--- src/rtl/counter_ctrl.sv ---
// counter_ctrl: command sequencer that drives a counter's load/enable/data_in.
// LOAD, RUN-for-N and FREE-RUN commands arrive over a valid/ready port and
// become cycle-exact load/enable pulse trains; done pulses once per finished
// or aborted command.
// Optional feature macro: COUNTER_CTRL_QUEUE_EN adds a one-entry pending
// command register so back-to-back commands run without an idle bubble.
//
// Handshake: a command is taken on the rising edge where cmd_valid && cmd_ready
// are both high; cmd_valid may be held across cycles until that edge, and the
// command fields must be stable while cmd_valid is high.
module counter_ctrl #(
  parameter int IDATA_WIDTH = 16,
  parameter int RUN_WIDTH   = 16
) (
  input  logic                   clk,
  input  logic                   reset_n,
  input  logic                   cmd_valid,
  output logic                   cmd_ready,
  input  logic [1:0]             cmd_op,
  input  logic [IDATA_WIDTH-1:0] cmd_data,
  input  logic                   abort,
  output logic                   load,
  output logic                   enable,
  output logic [IDATA_WIDTH-1:0] data_in,
  output logic                   busy,
  output logic                   done,
  output logic [1:0]             state_dbg
);

  typedef enum logic [1:0] {
    S_IDLE = 2'd0,
    S_LOAD = 2'd1,
    S_RUN  = 2'd2,
    S_FREE = 2'd3
  } state_t;

  localparam logic [1:0] OP_NOP  = 2'b00;
  localparam logic [1:0] OP_LOAD = 2'b01;
  localparam logic [1:0] OP_RUN  = 2'b10;
  localparam logic [1:0] OP_FREE = 2'b11;

  localparam logic [RUN_WIDTH-1:0] RUN_ONE = RUN_WIDTH'(1);

  state_t                 state_q, state_d;
  logic [RUN_WIDTH-1:0]   remaining_q, remaining_d;
  logic [IDATA_WIDTH-1:0] data_in_q, data_in_d;
  logic                   load_q, load_d;
  logic                   enable_q, enable_d;
  logic                   busy_q, busy_d;
  logic                   done_q, done_d;

  // Command to launch on this edge (from the port or from the pending slot)
  logic                   nxt_valid;
  logic [1:0]             nxt_op;
  logic [IDATA_WIDTH-1:0] nxt_data;
  logic                   cmd_fire;

`ifdef COUNTER_CTRL_QUEUE_EN
  logic                   pend_valid_q, pend_valid_d;
  logic [1:0]             pend_op_q, pend_op_d;
  logic [IDATA_WIDTH-1:0] pend_data_q, pend_data_d;
  logic                   cmd_end;

  // Ready while the pending slot is free; an effective abort blocks new commands
  always_comb begin
    cmd_ready = !pend_valid_q &&
                !(abort && (state_q == S_RUN || state_q == S_FREE));
  end
`else
  // Without a pending slot a command can only be taken from IDLE
  always_comb begin
    cmd_ready = (state_q == S_IDLE);
  end
`endif

  assign cmd_fire  = cmd_valid && cmd_ready;
  assign load      = load_q;
  assign enable    = enable_q;
  assign data_in   = data_in_q;
  assign busy      = busy_q;
  assign done      = done_q;
  assign state_dbg = state_q;

  // Next-state, counter and registered-output computation
  always_comb begin
    state_d     = state_q;
    remaining_d = remaining_q;
    data_in_d   = data_in_q;
    done_d      = 1'b0;
    nxt_valid   = 1'b0;
    nxt_op      = OP_NOP;
    nxt_data    = '0;
`ifdef COUNTER_CTRL_QUEUE_EN
    pend_valid_d = pend_valid_q;
    pend_op_d    = pend_op_q;
    pend_data_d  = pend_data_q;
    cmd_end      = 1'b0;
`endif

    case (state_q)
      S_IDLE: begin
        // abort is meaningless here, so a command is taken regardless
        if (cmd_fire) begin
          nxt_valid = 1'b1;
          nxt_op    = cmd_op;
          nxt_data  = cmd_data;
        end
      end
      S_LOAD: begin
        state_d = S_IDLE;
        done_d  = 1'b1;
`ifdef COUNTER_CTRL_QUEUE_EN
        cmd_end = 1'b1;
`endif
      end
      S_RUN: begin
        if (abort) begin
          state_d     = S_IDLE;
          remaining_d = '0;
          done_d      = 1'b1;
`ifdef COUNTER_CTRL_QUEUE_EN
          pend_valid_d = 1'b0;
`endif
        end else if (remaining_q == RUN_ONE) begin
          state_d     = S_IDLE;
          remaining_d = '0;
          done_d      = 1'b1;
`ifdef COUNTER_CTRL_QUEUE_EN
          cmd_end = 1'b1;
`endif
        end else begin
          remaining_d = remaining_q - RUN_ONE;
        end
      end
      S_FREE: begin
        if (abort) begin
          state_d = S_IDLE;
          done_d  = 1'b1;
`ifdef COUNTER_CTRL_QUEUE_EN
          pend_valid_d = 1'b0;
`endif
        end
      end
      default: state_d = S_IDLE;
    endcase

`ifdef COUNTER_CTRL_QUEUE_EN
    // At the end of a command, chain straight into the pending (or arriving) one
    if (cmd_end) begin
      if (pend_valid_q) begin
        nxt_valid    = 1'b1;
        nxt_op       = pend_op_q;
        nxt_data     = pend_data_q;
        pend_valid_d = 1'b0;
      end else if (cmd_fire) begin
        nxt_valid = 1'b1;
        nxt_op    = cmd_op;
        nxt_data  = cmd_data;
      end
    end else if (state_q != S_IDLE && cmd_fire && cmd_op != OP_NOP) begin
      pend_valid_d = 1'b1;
      pend_op_d    = cmd_op;
      pend_data_d  = cmd_data;
    end
`endif

    if (nxt_valid) begin
      case (nxt_op)
        OP_LOAD: begin
          state_d   = S_LOAD;
          data_in_d = nxt_data;
        end
        OP_RUN: begin
          if (nxt_data[RUN_WIDTH-1:0] != '0) begin
            state_d     = S_RUN;
            remaining_d = nxt_data[RUN_WIDTH-1:0];
          end else begin
            done_d = 1'b1;
          end
        end
        OP_FREE: state_d = S_FREE;
        default: ;
      endcase
    end

    load_d   = (state_d == S_LOAD);
    enable_d = (state_d == S_RUN) || (state_d == S_FREE);
`ifdef COUNTER_CTRL_QUEUE_EN
    busy_d   = (state_d != S_IDLE) || pend_valid_d;
`else
    busy_d   = (state_d != S_IDLE);
`endif
  end

  // State and output registers, cleared asynchronously
  always_ff @(posedge clk or negedge reset_n) begin
    if (!reset_n) begin
      state_q     <= S_IDLE;
      remaining_q <= '0;
      data_in_q   <= '0;
      load_q      <= 1'b0;
      enable_q    <= 1'b0;
      busy_q      <= 1'b0;
      done_q      <= 1'b0;
    end else begin
      state_q     <= state_d;
      remaining_q <= remaining_d;
      data_in_q   <= data_in_d;
      load_q      <= load_d;
      enable_q    <= enable_d;
      busy_q      <= busy_d;
      done_q      <= done_d;
    end
  end

`ifdef COUNTER_CTRL_QUEUE_EN
  // Pending command slot
  always_ff @(posedge clk or negedge reset_n) begin
    if (!reset_n) begin
      pend_valid_q <= 1'b0;
      pend_op_q    <= OP_NOP;
      pend_data_q  <= '0;
    end else begin
      pend_valid_q <= pend_valid_d;
      pend_op_q    <= pend_op_d;
      pend_data_q  <= pend_data_d;
    end
  end
`endif

endmodule

--- config.mk ---
export PLATFORM = sky130hd
export DESIGN_NAME = counter_ctrl
export DESIGN_NICKNAME = d
export VERILOG_FILES = /design/src/rtl/counter_ctrl.sv
export SDC_FILE = /design/constraint.sdc
export NUM_CORES = 1
export LEC_CHECK = 0
export ABC_AREA = 1
export CORE_MARGIN = 1.5
export CORE_UTILIZATION = 45
export CTS_CLUSTER_SIZE = 28
export DETAILED_ROUTE_END_ITERATION = 12
export PLACE_DENSITY = 0.73
export SLEW_MARGIN = 20
export SYNTH_ARGS = -nofsm -noshare
export SYNTH_HDL_FRONTEND = slang
export SYNTH_SLANG_ARGS = --single-unit
--- constraint.sdc ---
create_clock -name clk -period 1.9 [get_ports clk]
set_input_delay 0.57 -clock clk [delete_from_list [all_inputs] [get_ports clk]]
set_output_delay 0.57 -clock clk [all_outputs]
set_load 0.03 [all_outputs]
==> Word level (Yosys, flattened, before mapping) <==
Index checks and enable logic that the tools add are counted.
{ "word_totals": {"in_bits": 22, "out_inout_bits": 23, "register_bits": 38, "word_cells": 50} }
{ "classes": {"reduce_logical": 6, "n_addsub": 1, "muxes": 26, "n_eq_ne": 10} }
{ "ops": {"columns": ["op", "n"], "rows": [
  ["16-bit 2-to-1 mux", 8],
  ["16-bit by 1-bit equality test with 1-bit output, second input constant", 1],
  ["16-bit nonzero test", 1],
  ["16-bit by 1-bit subtractor with 16-bit output, second input constant", 1],
  ["2-bit 2-to-1 mux", 7],
  ["2-bit equality test, second input constant", 6],
  ["2-bit case mux with 3 select lines", 2],
  ["1-bit 2-to-1 mux", 8],
  ["2-bit by 1-bit equality test with 1-bit output, second input constant", 3],
  ["1-bit case mux with 3 select lines", 1],
  ["2-bit zero test", 1],
  ["2-bit AND reduction", 1],
  ["2-bit nonzero test", 1],
  ["1-bit logical AND", 1],
  ["1-bit logical OR", 1]
]} }

==> Longest topological paths before layout <==
{ "depth": {"ltp_word": 10, "ltp_mapped": 10} }

==> Least setup slack after synthesis <==
OpenSTA, ideal clock, no wires.
{ "synth_path": {"path_type": "reg-to-reg", "start": "register state_q[1] (netlist: state_dbg[1])", "end": "register data_in_q[0] (netlist: data_in[0])", "n_path_buf": 1, "required_time_ns": 1.775, "stages_incl_launch_ff": 8, "slack_ns": 0.034, "synth_period_minus_slack_ns": 1.866, "arrival_time_ns": 1.741, "path_cell_list": "dfrtp_1 > nor2_2 > inv_2 > nor2_4 > nand2_2 > nor2_4 > buf_6 > mux2_2"} }
{ "synth_between": {"elab_chain_len": 6, "word_cells_on_any_way": 10, "cone_classes": "eq/ne: 1; mux: 6; reduce/logical: 3"} }
{ "synth_rtl": {"columns": ["item", "line_no", "rtl"], "rows": [
  ["start: declaration", "44", "state_t state_q, state_d;"],
  ["start signal: assignment", "206", "state_q <= state_d;"],
  ["2-bit zero test *", "72", "cmd_ready = (state_q == S_IDLE);"],
  ["via cmd_ready", "18", "output logic cmd_ready,"],
  ["1-bit logical AND", "76", "assign cmd_fire = cmd_valid && cmd_ready;"],
  ["2-bit 2-to-1 mux", "103", "if (cmd_fire) begin"],
  ["2-bit 2-to-1 mux", "100", "case (state_q)"],
  ["2-bit by 1-bit equality test with 1-bit output", "168", "case (nxt_op)"],
  ["2-bit AND reduction (no line)", null, null],
  ["end signal: assignment", "208", "data_in_q <= data_in_d;"],
  ["end: declaration", "46", "logic [IDATA_WIDTH-1:0] data_in_q, data_in_d;"]
]} }
Mark *: on every way through the listed nets, which the timed path passes. The rest lies on a longest branch.
A chain may end at the register's enable or synchronous reset.

==> Worst setup path in the final report <==
{ "layout_path": {"start": "register done_q (netlist: done)", "end": "output port done"} }
{ "layout_rtl": {"columns": ["item", "line_no", "rtl"], "rows": [
  ["start: declaration", "50", "logic done_q, done_d;"],
  ["start signal: assignment", "212", "done_q <= done_d;"],
  ["end: declaration", "26", "output logic done,"]
]} }
No word-level cell between the ends.

==> key figures <==
Synthesis
  – Adder-cell area share of the yosys netlist: 1.27%
  – Syn_nets: 247
  – Cells after synthesis: 223
  – Ys Warns: 0
  – XOR/XNOR share of the synthesized area: 4.00%
  – Post-synth cell types: 30
  – Synth Area in Compound Gates: 7.24%
  – Synthesized area per cell: 8.84 um^2
  – Seq cells post-synth: 38
  – Synthesized cell area: 0.00197 mm^2
  – Synth Area in Simple Gates: 26.8%
  – Post-synthesis mux area share: 6.29%
  – Largest family of logic cells by synthesized area: simple AND/OR/NAND/NOR gates
  – Register area share after synthesis: 48.3%

Placed design
  – PortBufs: 44
  – Final Wtd Congestion: 0.851
  – Hpwl dp: 3580 um

Worst setup path
  – R2R cell count: 9
  – CP Depth: 1
  – Critical R2R Capture: remaining_q[7]$_DFF_PN0_
  – CP endpoint: done
  – CP max stage delay: 0.66 ns
  – Worst R2R Setup Slack: 0.34 ns
  – CP Capture Type: output port
  – Crit path launch type: flop
  – Critical-path top delay cell: clkdlybuf4s50_1
  – Worst Path Arrival: 1.28 ns
  – CP Data Required Time: 1.33 ns
  – Crit Path Category: reg -> out
  – Setup crit start: done$_DFF_PN0_
  – Crit Path Max Fanout: 1
  – CP bufs+invs: 1
  – FF-to-FF Start: remaining_q[1]$_DFF_PN0_
  – Worst path top cell family by delay: buffers and inverters
  – Cell breakdown of the critical path: clkdlybuf4s50_1

Route
  – Via count: 1717
  – Wirelength, routed: 4700 um
  – # DRC: 0
  – Iteration-0 DRC Markers: 135
  – DR vias/cell: 4.98
  – DRT Pass-1 Iters: 5
  – WL/cell: 13.6 um
  – Remaining antenna violation count: 0

Timing
  – Setup violators final: 0
  – Fin. Hold Viols: 0
  – Post-layout min period: 1.85 ns
  – Fin Clk Skew: 0.00980 ns
  – Actual slew at the worst max-slew pin: 0.475 ns
  – Pins Over Slew Limit: 0
  – Highest Clock Rate: 541 MHz
  – Period utilisation layout: 97.3%
  – Hold slack final: 0.311 ns
  – Headroom to the max-slew limit: 68.4%

Clocking
  – Buffer count from post-CTS setup fixing: 0
  – H-Tree Depth: 2
  – Clock sinks: 38
  – CTS clk-pin slew, worst paths: 0.07 ns
  – Max clock buf depth: 2
  – Clk_lat worst skew: 0.30 ns
  – Root Driver: clkbuf_8
  – TritonCTS clock tree: done
  – CTS Buf Count: 5
  – Hold_buf cts: 0

GRT
  – Largest net degree at the start of global routing: 39
  – First-pass GRT wire length: 7900 um
  – Total GRT Usage: 20.6%
  – Antenna violations before repair: 0
  – Vias in the first global route: 1747
  – Total gr overflow: 0

Pwr
  – Peak VDD IR: 844 uV
  – Leakage: 1.34 nW
  – Power per cell area: 1180 mW/mm^2

Hold path
  – HP Class: in -> async

Finish
  – Final nets: 318
  – Share of layout cells above drive strength 1: 20.0%
  – Diode count: 0
  – Synth-to-Final Area Change: 38.3%
  – Final core utilization: 66.3%

Die
  – Die W: 69.2 um
  – Die H: 69.2 um
  – Initial Utilization: 47.9%
  – CORE AREA: 0.00412 mm^2
  – I/O Pins: 45
  – Row count: 23
  – Die area: 0.00479 mm^2

Flow run
  – Max cap viols: 0

Status
  – Outcome: completed
[worst min-delay path by stage]
stage | from | endpoint | cells past startpoint
final | reset_n | data_in[1]$_DFFE_PN0P_ | 2
after global routing | reset_n | data_in[4]$_DFFE_PN0P_ | 2
after CTS | reset_n | remaining_q[15]$_DFF_PN0_ | 2
after detailed placement | data_in[1]$_DFFE_PN0P_ | data_in[1]$_DFFE_PN0P_ | 1
after global placement | data_in[1]$_DFFE_PN0P_ | data_in[1]$_DFFE_PN0P_ | 1
after floorplan | reset_n | busy$_DFF_PN0_ | 0
[power by group]
part           switching (mW)  internal (mW)
Combinational           0.825          0.564
Sequential              0.190           1.07
Clock                   0.289          0.292
[layer usage]
layer  routed length [um]  track usage [%]  up-vias
met4                   83             7.63        0
met5                    0                0        -
met2                 2320             33.7       34
li1                     -                -      870
met3                  179             4.94        8
met1                 2120             26.7      805
[cells in the mapped netlist (all sizes together)]
library cell  number  area [um^2]
inv               22         82.6
o22ai              4         25.0
o211ai             2         15.0
o21bai             1         7.51
nor3               2         10.0
and2               1         6.26
nand2             50          210
nand3             22          110
nand4              4         25.0
xnor2              2         17.5
nor2              32          153
or2                1         6.26
o31ai              1         7.51
clkbuf             1         3.75
dfrtp             38          951
ha                 2         25.0
buf                4         35.0
mux2              11          124
xor2               7         61.3
o21ai             10         50.1
o21a               5         37.5
nand3b             1         7.51
[logic make-up after synthesis]
| family | count (synthesis) |
|---|---|
| compound gates | 23 |
| xor+xnor | 9 |
| fa+ha+maj | 2 |
| buf+inv | 27 |
| flops | 38 |
| mux | 11 |
| simple gates | 113 |
[flip-flops by register name, indices dropped and copies added (netlist names)]
register     flops
load             1
state_dbg        2
busy             1
remaining_q     16
enable           1
data_in         16
done             1
[final cells by class]
cell class	count	area, um^2
multi-input combinational	158	901
clock inverter	2	12.5
tap	50	62.6
clock buffer	6	82.6
timing repair buffer	69	634
inverter	22	82.6
fill	340	1390
sequential	38	951
[repair_timing]
action | CTS | global route
endpoints found under the hold margin | 0 | 0
endpoints found under the setup margin | 13 | 14
gates resized for setup | 13 | 8
[cells in the final DEF, fill, tap and decap left out]
cell type / synthesis / final
and2_1: 1 / 1
o21bai_1: 1 / 1
nand2_2: 3 / 4
o21ai_0: 4 / 3
xor2_1: 7 / 7
nor2_2: 1 / 1
nand3_1: 22 / 22
dfrtp_1: 38 / 38
clkinv_2: 0 / 1
nand2_1: 45 / 44
clkdlybuf4s50_1: 0 / 24
xnor2_1: 2 / 2
nor2_1: 27 / 27
o22ai_1: 4 / 4
dlygate4sd2_1: 0 / 13
nand2_4: 2 / 2
ha_1: 2 / 2
nand4_1: 4 / 4
nand3b_1: 1 / 1
dlymetal6s2s_1: 0 / 6
nor2_4: 4 / 4
inv_1: 20 / 20
o31ai_1: 1 / 1
or2_2: 1 / 1
o21a_1: 5 / 5
buf_2: 1 / 1
mux2_2: 11 / 11
clkbuf_8: 0 / 6
inv_2: 2 / 2
nor3_1: 2 / 2
o211ai_1: 2 / 2
buf_4: 1 / 24
clkinvlp_4: 0 / 1
o21ai_1: 6 / 7
buf_12: 0 / 1
[per-stage QoR]
step / area (um^2) / setup WS, ns / std cells / TNS [ns] / total power [mW]
2_1_floorplan: 1970 / 0.0339 / 223 / 0 / 2.17
3_3_place_gp: 2630 / -0.183 / 337 / -3.84 / 2.67
3_5_place_dp: 2630 / -0.256 / 337 / -4.95 / 2.71
4_1_cts: 2710 / 0.00374 / 345 / 0 / 3.26
5_1_grt: 2730 / -0.00468 / 345 / -0.00731 / 3.45
6_report: 2730 / 0.0504 / 345 / 0 / 3.23
No activity file was read; power rests on OpenSTA's default activity.
==> patch, RTL diff (config.mk and constraints unchanged) <==
`IDATA_WIDTH`: 16 -> 20.
--- a/src/rtl/counter_ctrl.sv
+++ b/src/rtl/counter_ctrl.sv
@@ -11,3 +11,3 @@
 module counter_ctrl #(
-  parameter int IDATA_WIDTH = 16,
+  parameter int IDATA_WIDTH = 20,
   parameter int RUN_WIDTH   = 16
Ports: changed (resized cmd_data and data_in); port bits go from 45 to 53. No check against the original RTL was run, so the function may have changed too.
==> patch against the original RTL <==
- count of clock-buffer cells in the layout rose by 1
- wire length rose by 11%
- synthesized area rose by 9.9%
- power rose by 7.9%
- sequential cell count rose by 4
- cell area rose by 11%
- worst setup slack got worse by 0.012 ns
- synthesized cell count rose by 23%
- largest power group unchanged
- first-iteration DRC count fell by 30%
- critical path depth did not move
- sequential power rose by 8%
==> patch: results (changes against the original RTL) <==
[place] routability-driven placement congestion ratio 0.8799 [+3.4%]
[place] post-detailed-placement cell area 0.002920 mm^2 [+11%]
[detailed_routing] DRT iter0 DRCs 95 [-30%]
[synthesis] number of library cell types mapped by synthesis 32 [+6.7%]
[worst_setup_path] startpoint of the lowest-slack register-to-register path remaining_q[2]$_DFF_PN0_
[synthesis] compound-gate portion of the synthesized area 6.701% [-0.54 points]
[global_route] number of global-route vias before repair 2030 [+16%]
[synthesis] Mapped Avg Cell Area 7.904 um^2 [-11%]
[worst_setup_path] beginning of the critical path load$_DFF_PN0_
[worst_setup_path] critical path arrival 1.29 ns
[place] Port-buffer cells 52 [+18%]
[cts] htree depth 2 [unchanged]
[pwr] maximum vdd ir drop 0.0006447 V [-24%]
[pwr] Switching Power 0.001455 W [+12%]
[cts] clock latency reported for the late side of the worst-skew pair 0.30 ns [about the same]
[cts] number of buffers on the longest clock path 2 [unchanged]
[synthesis] sequential-to-total area share from yosys stat 48.53% [+0.27 points]
[synthesis] top cells by count, synth nand2_1 (88), dfrtp_1 (42), inv_1 (27), nor2_1 (27), nand3_1 (26)
[synthesis] Synth Area in Adders 1.155% [-0.11 points]
[detailed_routing] total wirelength of the detailed-routed design 5.228 mm [+11%]
[global_route] largest net degree at the start of global routing 30 [-23%]
[worst_setup_path] Worst R2R End remaining_q[3]$_DFF_PN0_
[place] half-perimeter wire length of the detailed placement result 4.061 mm [+14%]
[global_route] first-pass GRT wire length 8.907 mm [+13%]
[worst_setup_path] number of cells on the worst reg-to-reg path 10 [+1]
[detailed_routing] number of detailed-routing iterations run before antenna repair 4 [-1]
[final_layout] share of cells above drive strength 1 15.49% [-4.5 points]
[sta] Hold Slack 0.1960 ns [-0.1151 ns]
[place] number of cells in the design after placement 401 [+19%]
[worst_setup_path] maximum single-stage delay on the critical path 0.67 ns
[synthesis] share of synthesized registers carrying an async set or reset 100.0% [unchanged]
[sta] Slew headroom 71.46% [+3.1 points]
[worst_setup_path] Max stage delay cell, worst path clkdlybuf4s50_1
[worst_setup_path] endpoint of the most critical setup path load
[worst_setup_path] flop2flop setup slack 0.24 ns [-0.10 ns]
[global_route] overall track demand over capacity in global routing 22.30% [+1.7 points]
[run_status] result of the run finished, final reports clean
[synthesis] Net Count, Synth 302 [+22%]
[sta] setup clock skew after layout 0.008430 ns [-0.001365 ns]
[pwr] leak pwr 1.654 nW [+23%]
[cts] CTS tree built
[detailed_routing] via/cell ratio 4.971 [-0.12%]
[synthesis] dominant cells by area after synthesis dfrtp_1 (49%), nand2_1 (15%), nand3_1 (6.0%)
[final_layout] Post-Layout Cell Count 409 [+19%]
[sta] share of the clock period used by the worst path after layout 97.97% [+0.62 points]
[synthesis] XOR/XNOR share of the synthesized area 2.022% [-2.0 points]
[synthesis] multiplexer share of the synthesized area 0% [-6.3 points]
[final_layout] Nets 382 [+20%]
[place] placement-stage worst setup slack -0.3023 ns [-0.04620 ns]
## patch: cell types whose count changed after synthesis, sizes merged, moves of 5 or more
cell and change:
o21a -5, nand2 +40, mux2 -11, inv +9
o21ai +9, nand3 +6
## patch: power groups by stage
stage	sequential (W)	combinational, W	clock (W)
floorplan	0.00163	0.000740	0
global placement	0.00137	0.00156	0
detailed placement	0.00138	0.00158	0
CTS	0.00136	0.00153	0.000613
global route	0.00139	0.00168	0.000657
finish	0.00136	0.00152	0.000607
## patch: cell type report
type,instances,area [um^2]
fill,418,1668
inverter,31,121.4
tap,54,67.56
sequential,42,1051
clock inverter,1,5.005
multi-input combinational,195,962.2
timing repair buffer,79,730.7
clock buffer,7,86.33
## patch: what timing repair did
action / CTS / global route
setup endpoints to repair: 14 / 17
setup buffers: 0 / 0
endpoints found under the hold margin: 0 / 0
gates resized for setup: 14 / 12
## patch: per-layer routing
metal / GRT usage, % / wire [um]
met5: 0 / 0
met4: 8.176 / 86
met3: 5.139 / 205
met2: 36.32 / 2471
met1: 29.19 / 2465
